**src/rtl/usb_pkg.sv**
```systemverilog
// Shared definitions for the USB command-frame parser: state encoding,
// error codes and the default frame-start marker.
package usb_pkg;

  typedef enum logic [1:0] {
    ST_HUNT    = 2'd0,
    ST_HEADER  = 2'd1,
    ST_PAYLOAD = 2'd2,
    ST_CHECK   = 2'd3
  } state_t;

  localparam logic [1:0] ERR_NONE    = 2'd0;
  localparam logic [1:0] ERR_LEN     = 2'd1;
  localparam logic [1:0] ERR_CSUM    = 2'd2;
  localparam logic [1:0] ERR_TIMEOUT = 2'd3;

  localparam logic [15:0] SYNC_WORD_DEFAULT = 16'hA55A;

endpackage

```
**src/rtl/usb_cmd_parser_if.sv**
```systemverilog
// Word streams around the parser: FIFO words in, payload words out.
// The slave modport is the parser side; the master modport is the FIFO/sink side.
interface usb_cmd_parser_if;
  logic [15:0] in_data;
  logic        in_valid;
  logic        in_ready;
  logic [15:0] out_data;
  logic        out_valid;
  logic        out_ready;
  logic        out_last;

  modport slave (
    input  in_data, in_valid, out_ready,
    output in_ready, out_data, out_valid, out_last
  );

  modport master (
    output in_data, in_valid, out_ready,
    input  in_ready, out_data, out_valid, out_last
  );
endinterface

```
**src/rtl/usb_cmd_parser.sv**
```systemverilog
// Locates sync-framed command packets in the EP2 OUT word stream, forwards
// payload through a one-entry output register and reports cmd/status pulses.
//
// state   | meaning
// HUNT    | discarding words until SYNC_WORD is accepted
// HEADER  | waiting for {cmd, len}
// PAYLOAD | forwarding len words to the sink
// CHECK   | comparing the checksum word with the accumulator
module usb_cmd_parser
  import usb_pkg::*;
#(
  parameter logic [15:0] SYNC_WORD = SYNC_WORD_DEFAULT,
  parameter int          MAX_LEN   = 64,
  parameter int          TIMEOUT   = 1024
) (
  input  logic               CLKOUT,
  input  logic               rst_n,
  usb_cmd_parser_if.slave    bus,
  output logic [7:0]         cmd,
  output logic               cmd_valid,
  output logic               frame_ok,
  output logic               frame_err,
  output logic [1:0]         err_code
);

  localparam int            TW         = $clog2(TIMEOUT);
  localparam logic [TW-1:0] IDLE_LIMIT = TW'(TIMEOUT - 1);
  localparam logic [7:0]    MAX_LEN_W  = 8'(MAX_LEN);

  state_t        state, state_n;
  logic [7:0]    len_cnt, len_n;
  logic [15:0]   acc, acc_n;
  logic [TW-1:0] idle, idle_n;
  logic [15:0]   odata, odata_n;
  logic          ovalid, ovalid_n;
  logic          olast, olast_n;
  logic [7:0]    cmd_n;
  logic          cmd_valid_n, ok_n, err_n;
  logic [1:0]    code_n;
  logic          in_ready_c, accept, timeout;

  assign bus.in_ready  = in_ready_c;
  assign bus.out_data  = odata;
  assign bus.out_valid = ovalid;
  assign bus.out_last  = olast;

  always_ff @(posedge CLKOUT or negedge rst_n) begin
    if (!rst_n) begin
      state     <= ST_HUNT;
      len_cnt   <= '0;
      acc       <= '0;
      idle      <= '0;
      odata     <= '0;
      ovalid    <= 1'b0;
      olast     <= 1'b0;
      cmd       <= '0;
      cmd_valid <= 1'b0;
      frame_ok  <= 1'b0;
      frame_err <= 1'b0;
      err_code  <= ERR_NONE;
    end else begin
      state     <= state_n;
      len_cnt   <= len_n;
      acc       <= acc_n;
      idle      <= idle_n;
      odata     <= odata_n;
      ovalid    <= ovalid_n;
      olast     <= olast_n;
      cmd       <= cmd_n;
      cmd_valid <= cmd_valid_n;
      frame_ok  <= ok_n;
      frame_err <= err_n;
      err_code  <= code_n;
    end
  end

  always_comb begin
    state_n     = state;
    len_n       = len_cnt;
    acc_n       = acc;
    idle_n      = '0;
    odata_n     = odata;
    ovalid_n    = ovalid;
    olast_n     = olast;
    cmd_n       = cmd;
    cmd_valid_n = 1'b0;
    ok_n        = 1'b0;
    err_n       = 1'b0;
    code_n      = err_code;

    // The output register may drain and refill in the same cycle.
    in_ready_c = (state == ST_PAYLOAD) ? (~ovalid | bus.out_ready) : 1'b1;
    accept     = bus.in_valid & in_ready_c;
    timeout    = (state != ST_HUNT) && !accept && (idle == IDLE_LIMIT);

    if (ovalid && bus.out_ready) begin
      ovalid_n = 1'b0;
      olast_n  = 1'b0;
    end

    if (state != ST_HUNT && !accept) idle_n = idle + 1'b1;

    case (state)
      ST_HUNT: begin
        if (accept && bus.in_data == SYNC_WORD) state_n = ST_HEADER;
      end
      ST_HEADER: begin
        if (accept) begin
          cmd_n       = bus.in_data[15:8];
          cmd_valid_n = 1'b1;
          acc_n       = bus.in_data;
          if (bus.in_data[7:0] > MAX_LEN_W) begin
            err_n   = 1'b1;
            code_n  = ERR_LEN;
            state_n = ST_HUNT;
          end else if (bus.in_data[7:0] == 8'd0) begin
            state_n = ST_CHECK;
          end else begin
            len_n   = bus.in_data[7:0];
            state_n = ST_PAYLOAD;
          end
        end
      end
      ST_PAYLOAD: begin
        if (accept) begin
          odata_n  = bus.in_data;
          ovalid_n = 1'b1;
          olast_n  = (len_cnt == 8'd1);
          acc_n    = acc + bus.in_data;
          len_n    = len_cnt - 8'd1;
          if (len_cnt == 8'd1) state_n = ST_CHECK;
        end
      end
      ST_CHECK: begin
        if (accept) begin
          if (bus.in_data == acc) begin
            ok_n = 1'b1;
          end else begin
            err_n  = 1'b1;
            code_n = ERR_CSUM;
          end
          state_n = ST_HUNT;
        end
      end
      default: state_n = ST_HUNT;
    endcase

    // timeout already excludes an accept, so it never overrides one
    if (timeout) begin
      err_n   = 1'b1;
      code_n  = ERR_TIMEOUT;
      state_n = ST_HUNT;
    end
  end

endmodule

```
**src/flat_wrapper.sv**
```systemverilog
// flat-port wrapper written by rule: the top's interface ports become plain ports
module usb_cmd_parser_flat import usb_pkg::*;
#(
  parameter logic [15:0] SYNC_WORD = SYNC_WORD_DEFAULT,
  parameter int          MAX_LEN   = 64,
  parameter int          TIMEOUT   = 1024
)
  (CLKOUT, rst_n, cmd, cmd_valid, frame_ok, frame_err, err_code, bus_in_data, bus_in_valid, bus_out_ready, bus_in_ready, bus_out_data, bus_out_valid, bus_out_last);
  usb_cmd_parser_if bus_i ();
  input  logic CLKOUT;
  input  logic rst_n;
  output logic [7:0] cmd;
  output logic cmd_valid;
  output logic frame_ok;
  output logic frame_err;
  output logic [1:0] err_code;
  input wire logic [$bits(bus_i.in_data)-1:0] bus_in_data;
  input wire logic [$bits(bus_i.in_valid)-1:0] bus_in_valid;
  input wire logic [$bits(bus_i.out_ready)-1:0] bus_out_ready;
  output wire logic [$bits(bus_i.in_ready)-1:0] bus_in_ready;
  output wire logic [$bits(bus_i.out_data)-1:0] bus_out_data;
  output wire logic [$bits(bus_i.out_valid)-1:0] bus_out_valid;
  output wire logic [$bits(bus_i.out_last)-1:0] bus_out_last;
  assign bus_i.in_data = bus_in_data;
  assign bus_i.in_valid = bus_in_valid;
  assign bus_i.out_ready = bus_out_ready;
  assign bus_in_ready = bus_i.in_ready;
  assign bus_out_data = bus_i.out_data;
  assign bus_out_valid = bus_i.out_valid;
  assign bus_out_last = bus_i.out_last;
  usb_cmd_parser #(.SYNC_WORD(SYNC_WORD), .MAX_LEN(MAX_LEN), .TIMEOUT(TIMEOUT)) u_core (.CLKOUT(CLKOUT), .rst_n(rst_n), .bus(bus_i), .cmd(cmd), .cmd_valid(cmd_valid), .frame_ok(frame_ok), .frame_err(frame_err), .err_code(err_code));
endmodule
```
**config.mk**
```make
export PLATFORM = sky130hd
export DESIGN_NAME = usb_cmd_parser_flat
export DESIGN_NICKNAME = d
export VERILOG_FILES = /design/src/rtl/usb_pkg.sv /design/src/rtl/usb_cmd_parser_if.sv /design/src/rtl/usb_cmd_parser.sv /design/src/flat_wrapper.sv
export SDC_FILE = /design/constraint.sdc
export NUM_CORES = 1
export LEC_CHECK = 0
export CORE_UTILIZATION = 35
export DETAILED_ROUTE_END_ITERATION = 16
export SETUP_SLACK_MARGIN = 0.02
export SKIP_CTS_REPAIR_TIMING = 1
export SYNTH_ARGS = -nofsm -noshare
export SYNTH_HDL_FRONTEND = slang
export SYNTH_SLANG_ARGS = --single-unit
```
**constraint.sdc**
```tcl
create_clock -name CLKOUT -period 2.4 [get_ports CLKOUT]
set_clock_uncertainty 0.2 [all_clocks]
set_input_delay 0.36 -clock CLKOUT [delete_from_list [all_inputs] [get_ports CLKOUT]]
set_output_delay 0.36 -clock CLKOUT [all_outputs]
set_load 0.005 [all_outputs]
```
==> results.cfg, run 1 <==
[floorplan]
io-pin-count = 52
die_x_um = 108
initial_core_util_pct = 36.1
die_area_um2 = 11700
core_area_um2 = 10900
placementRows = 38
dieHeight_um = 108

[global_routing]
gr-total-overflow = 0
grt_pass1_vias = 3594
grt_pass1_wl_mm = 18.1
grt_max_degree = 68
grt_util_all_layers_pct = 20.3
antenna_found_initial = 0

[worst_setup_path]
r2r_cells = 9
setup.worst_path.end_class = flip-flop
worstPathMaxFanout = 3
arrival_ns = 2.68
rr_endpoint = u_core.acc[12]
r2r-start = u_core.acc[0]
cp_data_required_time_ns = 2.45
reg2reg_slack_ns = -0.23
start_kind = flip-flop
path_class = flip-flop to flip-flop

[cells_and_area]
final_core_util_pct = 53.1
area_delta_synth_final_pct = 47.1
layoutNonFillerInstCount = 680
stdcell_area_um2 = 5810
layout-drive-gt1-share_pct = 31.5
diodes = 0
finalNetCount = 578

[logic_synthesis]
synth_area_um2 = 3950
yosysTopAreaCell = dfrtp_1
muxShareOfSynthArea_pct = 10.2
yosys-top-cells-area = dfrtp_1 42%, mux2_2 7.4%, ha_1 7.0%, a21oi_1 4.2%, o21ai_0 3.3%
ys.flop_type = dfrtp_1
ys_types = 52
syn_area_per_cell_um2 = 9.77
syn_nets = 447
synth-compound-area-share_pct = 15.3
yosysWarnings = 0
synth_top_family_by_area = simple AND/OR/NAND/NOR gates
synth-simple-area-share_pct = 17.7
synth-edff-count = 0
synth_top_area_share_pct = 42.5
yosys.area_share.adder_pct = 7.48
async_flop_share_pct = 100
synth.most_common_cell = dfrtp_1
synthCells = 404
synth_common_cells = 67 x dfrtp_1, 34 x nand2_1, 33 x a21oi_1
ys_ff_latch = 67
yosys.area_share.xor_xnor_pct = 3.99
seq_area_frac_synth_pct = 42.5

[routing]
drc = 0
vias = 3558
vias_per_cell = 5.23
drt_iter0_drc = 177
wl_per_cell_um = 16.7
ant_nets = 0
drtPass1Iterations = 4
finalWirelength_mm = 11.4

[pwr]
p_sw_share_pct = 37.2
power_mw = 7.34
combPwrFrac_pct = 55.1
clock_power_share_pct = 18.4
vdd_drop_max_v = 0.000576
leakage_nw = 2.56
pwr-share-seq_pct = 26.5
power_density_nw_per_um2 = 1260
p_sw_mw = 2.73
p_int_mw = 4.61

[sta]
drv_slew = 0
fin_crit_sh_pct = 110
hold_viol = 0
min_period_ns = 2.63
fmax_ghz = 0.380
fin_hold_ws_ns = 0.229
tightest_slew_ns = 0.499
maxSlewHeadroom_pct = 66.7
rsz0062_at_grt = yes
setup_ws_ns = -0.230
finalSetupViolCount = 6
tns_ns = -0.294

[cts]
cts_root_buf = clkbuf_16
clkLatencyLatePin_ns = 0.34
path_clk_slew_ns = 0.07
cts_tree = done
cts.sinks = 67
clockBufferDepth = 2
numCtsBuffers = 9
h-tree-depth = 3

[place]
hpwl_mm = 7.99
gp_congestion = 0.903
dpl.cell_count = 657
placed_area_um2 = 5170
dp_worst_setup_slack_ns = -0.623
io_buffers = 51

[worst_hold_path]
whs_endpoint = u_core.bus.out_data[0]
hold_path_depth = 3
worstHoldPathType = input port to flip-flop
hold_path.startpoint = bus_in_data[0]

[status]
run_status = finished, violations left
violations = setup timing

[job]
drv_cap = 0
-- placed cells by master, fill, tap and decap left out, types with 4 or more instances in the layout --
master | netlist | routed
a21oi_1 | 33 | 25
mux2i_1 | 11 | 11
nor3b_1 | 6 | 6
nand2b_1 | 6 | 6
o22ai_1 | 6 | 6
dlymetal6s2s_1 | 0 | 7
xnor2_1 | 12 | 11
a21oi_2 | 0 | 8
o21ai_0 | 26 | 21
nand2_1 | 34 | 34
clkdlybuf4s50_1 | 0 | 43
mux2_2 | 26 | 26
dfrtp_1 | 67 | 66
clkbuf_16 | 0 | 9
inv_1 | 12 | 12
nor3_1 | 8 | 6
xor2_1 | 6 | 6
nand3b_1 | 4 | 4
nor2b_1 | 4 | 4
buf_6 | 0 | 4
nand3_1 | 15 | 15
ha_1 | 22 | 13
o21a_1 | 5 | 4
a21o_1 | 7 | 7
nor2_1 | 32 | 31
buf_4 | 0 | 72
ha_4 | 0 | 8
-- worst max-delay path: stages (launching register included) --
cell and delay [ns]:
dfrtp_1 0.40, ha_2 0.20, fa_2 0.34, a21o_1 0.19, a21oi_2 0.16, o211ai_1 0.20
a2111oi_2 0.43, nor3_1 0.09, nand3b_1 0.16, a31oi_1 0.17
-- state kept, by name, indices dropped and copies added (netlist names) --
name and cells:
u_core.bus.out_valid 1, u_core.cmd 8, u_core.acc 16, u_core.frame_ok 1
u_core.cmd_valid 1, u_core.bus.out_data 16, u_core.err_code 2, u_core.state 2
u_core.frame_err 1, u_core.bus.out_last 1, u_core.idle 10, u_core.len_cnt 8
-- layer usage --
layer / wire, um / vias up / global-route usage (%)
met2: 5610 / 81 / 33.3
met4: 146 / 0 / 8.02
met5: 0 / - / 0
met1: 5110 / 1737 / 26.2
li1: - / 1728 / -
met3: 494 / 12 / 3.86
-- layout make-up --
cell class              count  area [um^2]
clock buffers              10          229
clock inverters             6         70.1
fillers                   978         5130
inverters                  12         45.0
multi-input cells         314         2430
flip-flops and latches     67         1680
well taps                 140          175
repair buffers            131         1180
-- worst max-delay path by stage --
stage	from	to
after floorplan	bus_in_data[0]	u_core.acc[12]
after global placement	bus_in_data[0]	u_core.acc[12]
after detailed placement	bus_in_data[0]	u_core.acc[12]
after CTS	bus_in_data[0]	u_core.acc[12]
after global routing	u_core.acc[0]	u_core.acc[12]
final	u_core.acc[0]	u_core.acc[12]
-- power groups by stage --
stage / logic (mW) / clock network [mW] / registers (mW)
2_1_floorplan: 2.04 / 0 / 1.88
3_3_place_gp: 3.56 / 0 / 1.91
3_5_place_dp: 3.62 / 0 / 1.93
4_1_cts: 3.65 / 1.38 / 1.91
5_1_grt: 4.44 / 1.42 / 2.00
6_report: 4.04 / 1.35 / 1.95
-- logic make-up after synthesis --
logic type	after synthesis
AND/OR/NAND/NOR	136
AO/OA/AOI/OAI	99
flip-flops	67
multiplexers	37
buffers and inverters	24
adder cells (fa/ha/maj)	23
XOR/XNOR	18
Note: power is estimated with default switching activity, not from simulation.
==> inputs of run 2 (changes only) <==
--- a/config.mk
+++ b/config.mk
@@ -5,6 +5,7 @@
 export SDC_FILE = /design/constraint.sdc
 export NUM_CORES = 1
 export LEC_CHECK = 0
+export ABC_AREA = 1
 export CORE_UTILIZATION = 35
 export DETAILED_ROUTE_END_ITERATION = 16
 export SETUP_SLACK_MARGIN = 0.02
==> run 2 against run 1 <==
The run now ends clean. Hold slack improved by 0.057 ns. Synthesized cell count up 54%. Largest power group unchanged. Final area fell by 4.5%. Cell count up 26%. Global-route usage fell by 0.41 points. Clock-buffer cell count rose by 2. Fmax up 14%. First-iteration DRC count up 19%. Clock power rose by 4%. Critical path depth shrank 5. Largest cell class unchanged. Combinational power shrank 5.0%.
==> results.cfg, run 2 <==
[sta]
tns_ns = 0
min_period_ns = 2.31
rsz0062_at_grt = no
fmax_ghz = 0.432
hold_viol = 0
tightest_slew_ns = 0.570
finalSetupViolCount = 0
drv_slew = 0
maxSlewHeadroom_pct = 62.0
fin_crit_sh_pct = 96.4

[cts]
cts_tree = done
cts.sinks = 67
numCtsBuffers = 9
cts_root_buf = clkbuf_16
clkLatencyLatePin_ns = 0.34
path_clk_slew_ns = 0.05
clockBufferDepth = 2
h-tree-depth = 3

[worst_hold_path]
worstHoldPathType = flip-flop to flip-flop

[routing]
vias = 4161
drt_iter0_drc = 210
finalWirelength_mm = 11.7
drc = 0
ant_nets = 0
wl_per_cell_um = 13.6
vias_per_cell = 4.85
drtPass1Iterations = 4

[place]
io_buffers = 51
hpwl_mm = 8.95
placed_area_um2 = 5200
gp_congestion = 0.876

[pwr]
clock_power_share_pct = 19.7
pwr-share-seq_pct = 26.5
power_density_nw_per_um2 = 1290
combPwrFrac_pct = 53.8
p_int_mw = 4.14
vdd_drop_max_v = 0.000538
power_mw = 7.15
p_sw_mw = 3.01
leakage_nw = 2.84
p_sw_share_pct = 42.1

[logic_synthesis]
synth.most_common_cell = nand2_1
syn_area_per_cell_um2 = 6.93
yosysWarnings = 0
synth_common_cells = 209 x nand2_1, 84 x inv_1, 69 x nor2_1
seq_area_frac_synth_pct = 38.8
yosys-top-cells-area = dfrtp_1 39%, nand2_1 18%, inv_1 7.3%, ha_1 6.4%, nor2_1 6.0%
ys_types = 34
async_flop_share_pct = 100
synthCells = 623
ys.flop_type = dfrtp_1
ys_ff_latch = 67
yosysTopAreaCell = dfrtp_1
synth-edff-count = 0
synth_top_area_share_pct = 38.8
synth_area_um2 = 4320
syn_nets = 666

[global_routing]
grt_pass1_wl_mm = 19.6
antenna_found_initial = 0
grt_max_degree = 32
grt_pass1_vias = 4116
gr-total-overflow = 0
grt_util_all_layers_pct = 19.9

[worst_setup_path]
critical-path-slowest-cell = clkdlybuf4s50_1
path_delay_family = buffers and inverters
start_kind = flip-flop
slowest_delay_ns = 0.46
path_class = flip-flop to output port
arrival_ns = 1.75
setup.worst_path.end_class = output port
cp_cell_sequence = inv_1, ha_2, nand3_4, clkdlybuf4s50_1
cp_data_required_time_ns = 1.84
cp_num_buf_inv = 2
reg2reg_slack_ns = 0.25
worstPathMaxFanout = 5

[floorplan]
core_area_um2 = 12000
initial_core_util_pct = 35.9
io-pin-count = 52
die_x_um = 113
placementRows = 40
dieHeight_um = 113
die_area_um2 = 12800

[job]
drv_cap = 0

[cells_and_area]
num-fill-cells = 1207
finalNetCount = 749
multi_input_area_um2 = 2250
diodes = 0
seq_area_um2 = 1680
stdcell_area_um2 = 5550
layout-drive-gt1-share_pct = 9.99
final_common_cell = nand2_1
area_delta_synth_final_pct = 28.5
final_cell_mix = 209 x nand2_1, 84 x inv_1, 69 x nor2_1

[status]
run_status = complete, no violations
[run 2: cell types whose count changed after synthesis, sizes merged, moves of 8 or more]
| cell | change |
|---|---|
| o21ai | +15 |
| mux2 | -24 |
| nand2 | +174 |
| nor2 | +38 |
| inv | +75 |
| mux2i | -11 |
| a21oi | -8 |
| xnor2 | -11 |
| nand3 | +31 |
[run 2: kinds of logic after synthesis]
kind of cell,count (synthesis),synth area share (%)
compound gates,74,9.62
simple gates,349,33.5
flops,67,38.8
fa+ha+maj,23,6.84
buf+inv,100,9.10
xor+xnor,8,1.62
mux,2,0.522
[run 2: final cells by class]
type                    count  area share [%]
clock buffers              12            4.80
clock inverters             4           0.993
inverters                  88            6.00
multi-input cells         456            40.6
flip-flops and latches     67            30.2
well taps                 147            3.32
repair buffers             84            14.1
[run 2: power groups by stage]
stage / clock network [mW] / logic [mW] / registers (mW)
4_1_cts: 1.45 / 3.84 / 1.89
2_1_floorplan: 0 / 2.48 / 1.87
6_report: 1.41 / 3.84 / 1.89
5_1_grt: 1.50 / 4.38 / 1.95
3_5_place_dp: 0 / 3.81 / 1.91
3_3_place_gp: 0 / 3.76 / 1.89
[run 2: final timing paths]
kind | from | endpoint | depth (start not counted)
setup / recovery | u_core.state[0] | bus_in_ready | 4
hold / removal | u_core.bus.out_data[7] | u_core.bus.out_data[7] | 2
setup reg to reg | u_core.state[0] | u_core.state[1] | 12
hold reg to reg | u_core.bus.out_data[7] | u_core.bus.out_data[7] | 2
max in group asynchronous | rst_n | u_core.idle[1] | 4
min in group asynchronous | rst_n | u_core.acc[7] | 2
[run 2: tightest hold or removal path: stages, from the launching register on]
cell     delay (ns)
dfrtp_1        0.34
nand2_1        0.05
o21ai_0        0.06
[run 2: metrics by stage]
step / std cells / util, % / hold WS [ns] / setup WS [ns]
5_1_grt: 858 / 46.2 / 0.309 / 0.0236
4_1_cts: 856 / 46.0 / -0.181 / 0.0193
6_report: 858 / 46.2 / 0.286 / 0.0857
3_5_place_dp: 840 / 43.3 / 0.186 / -0.104
3_3_place_gp: 840 / 43.3 / 0.178 / -0.120
2_1_floorplan: 623 / - / -0.136 / 0.354
[run 2: metal layers]
metal | vias up | global-route usage (%) | share of wire (%)
li1 | 2136 | - | -
met1 | 1917 | 24.0 | 45
met2 | 88 | 34.1 | 48
met3 | 20 | 4.18 | 4.0
met4 | 0 | 8.68 | 2.7
met5 | - | 0 | 0
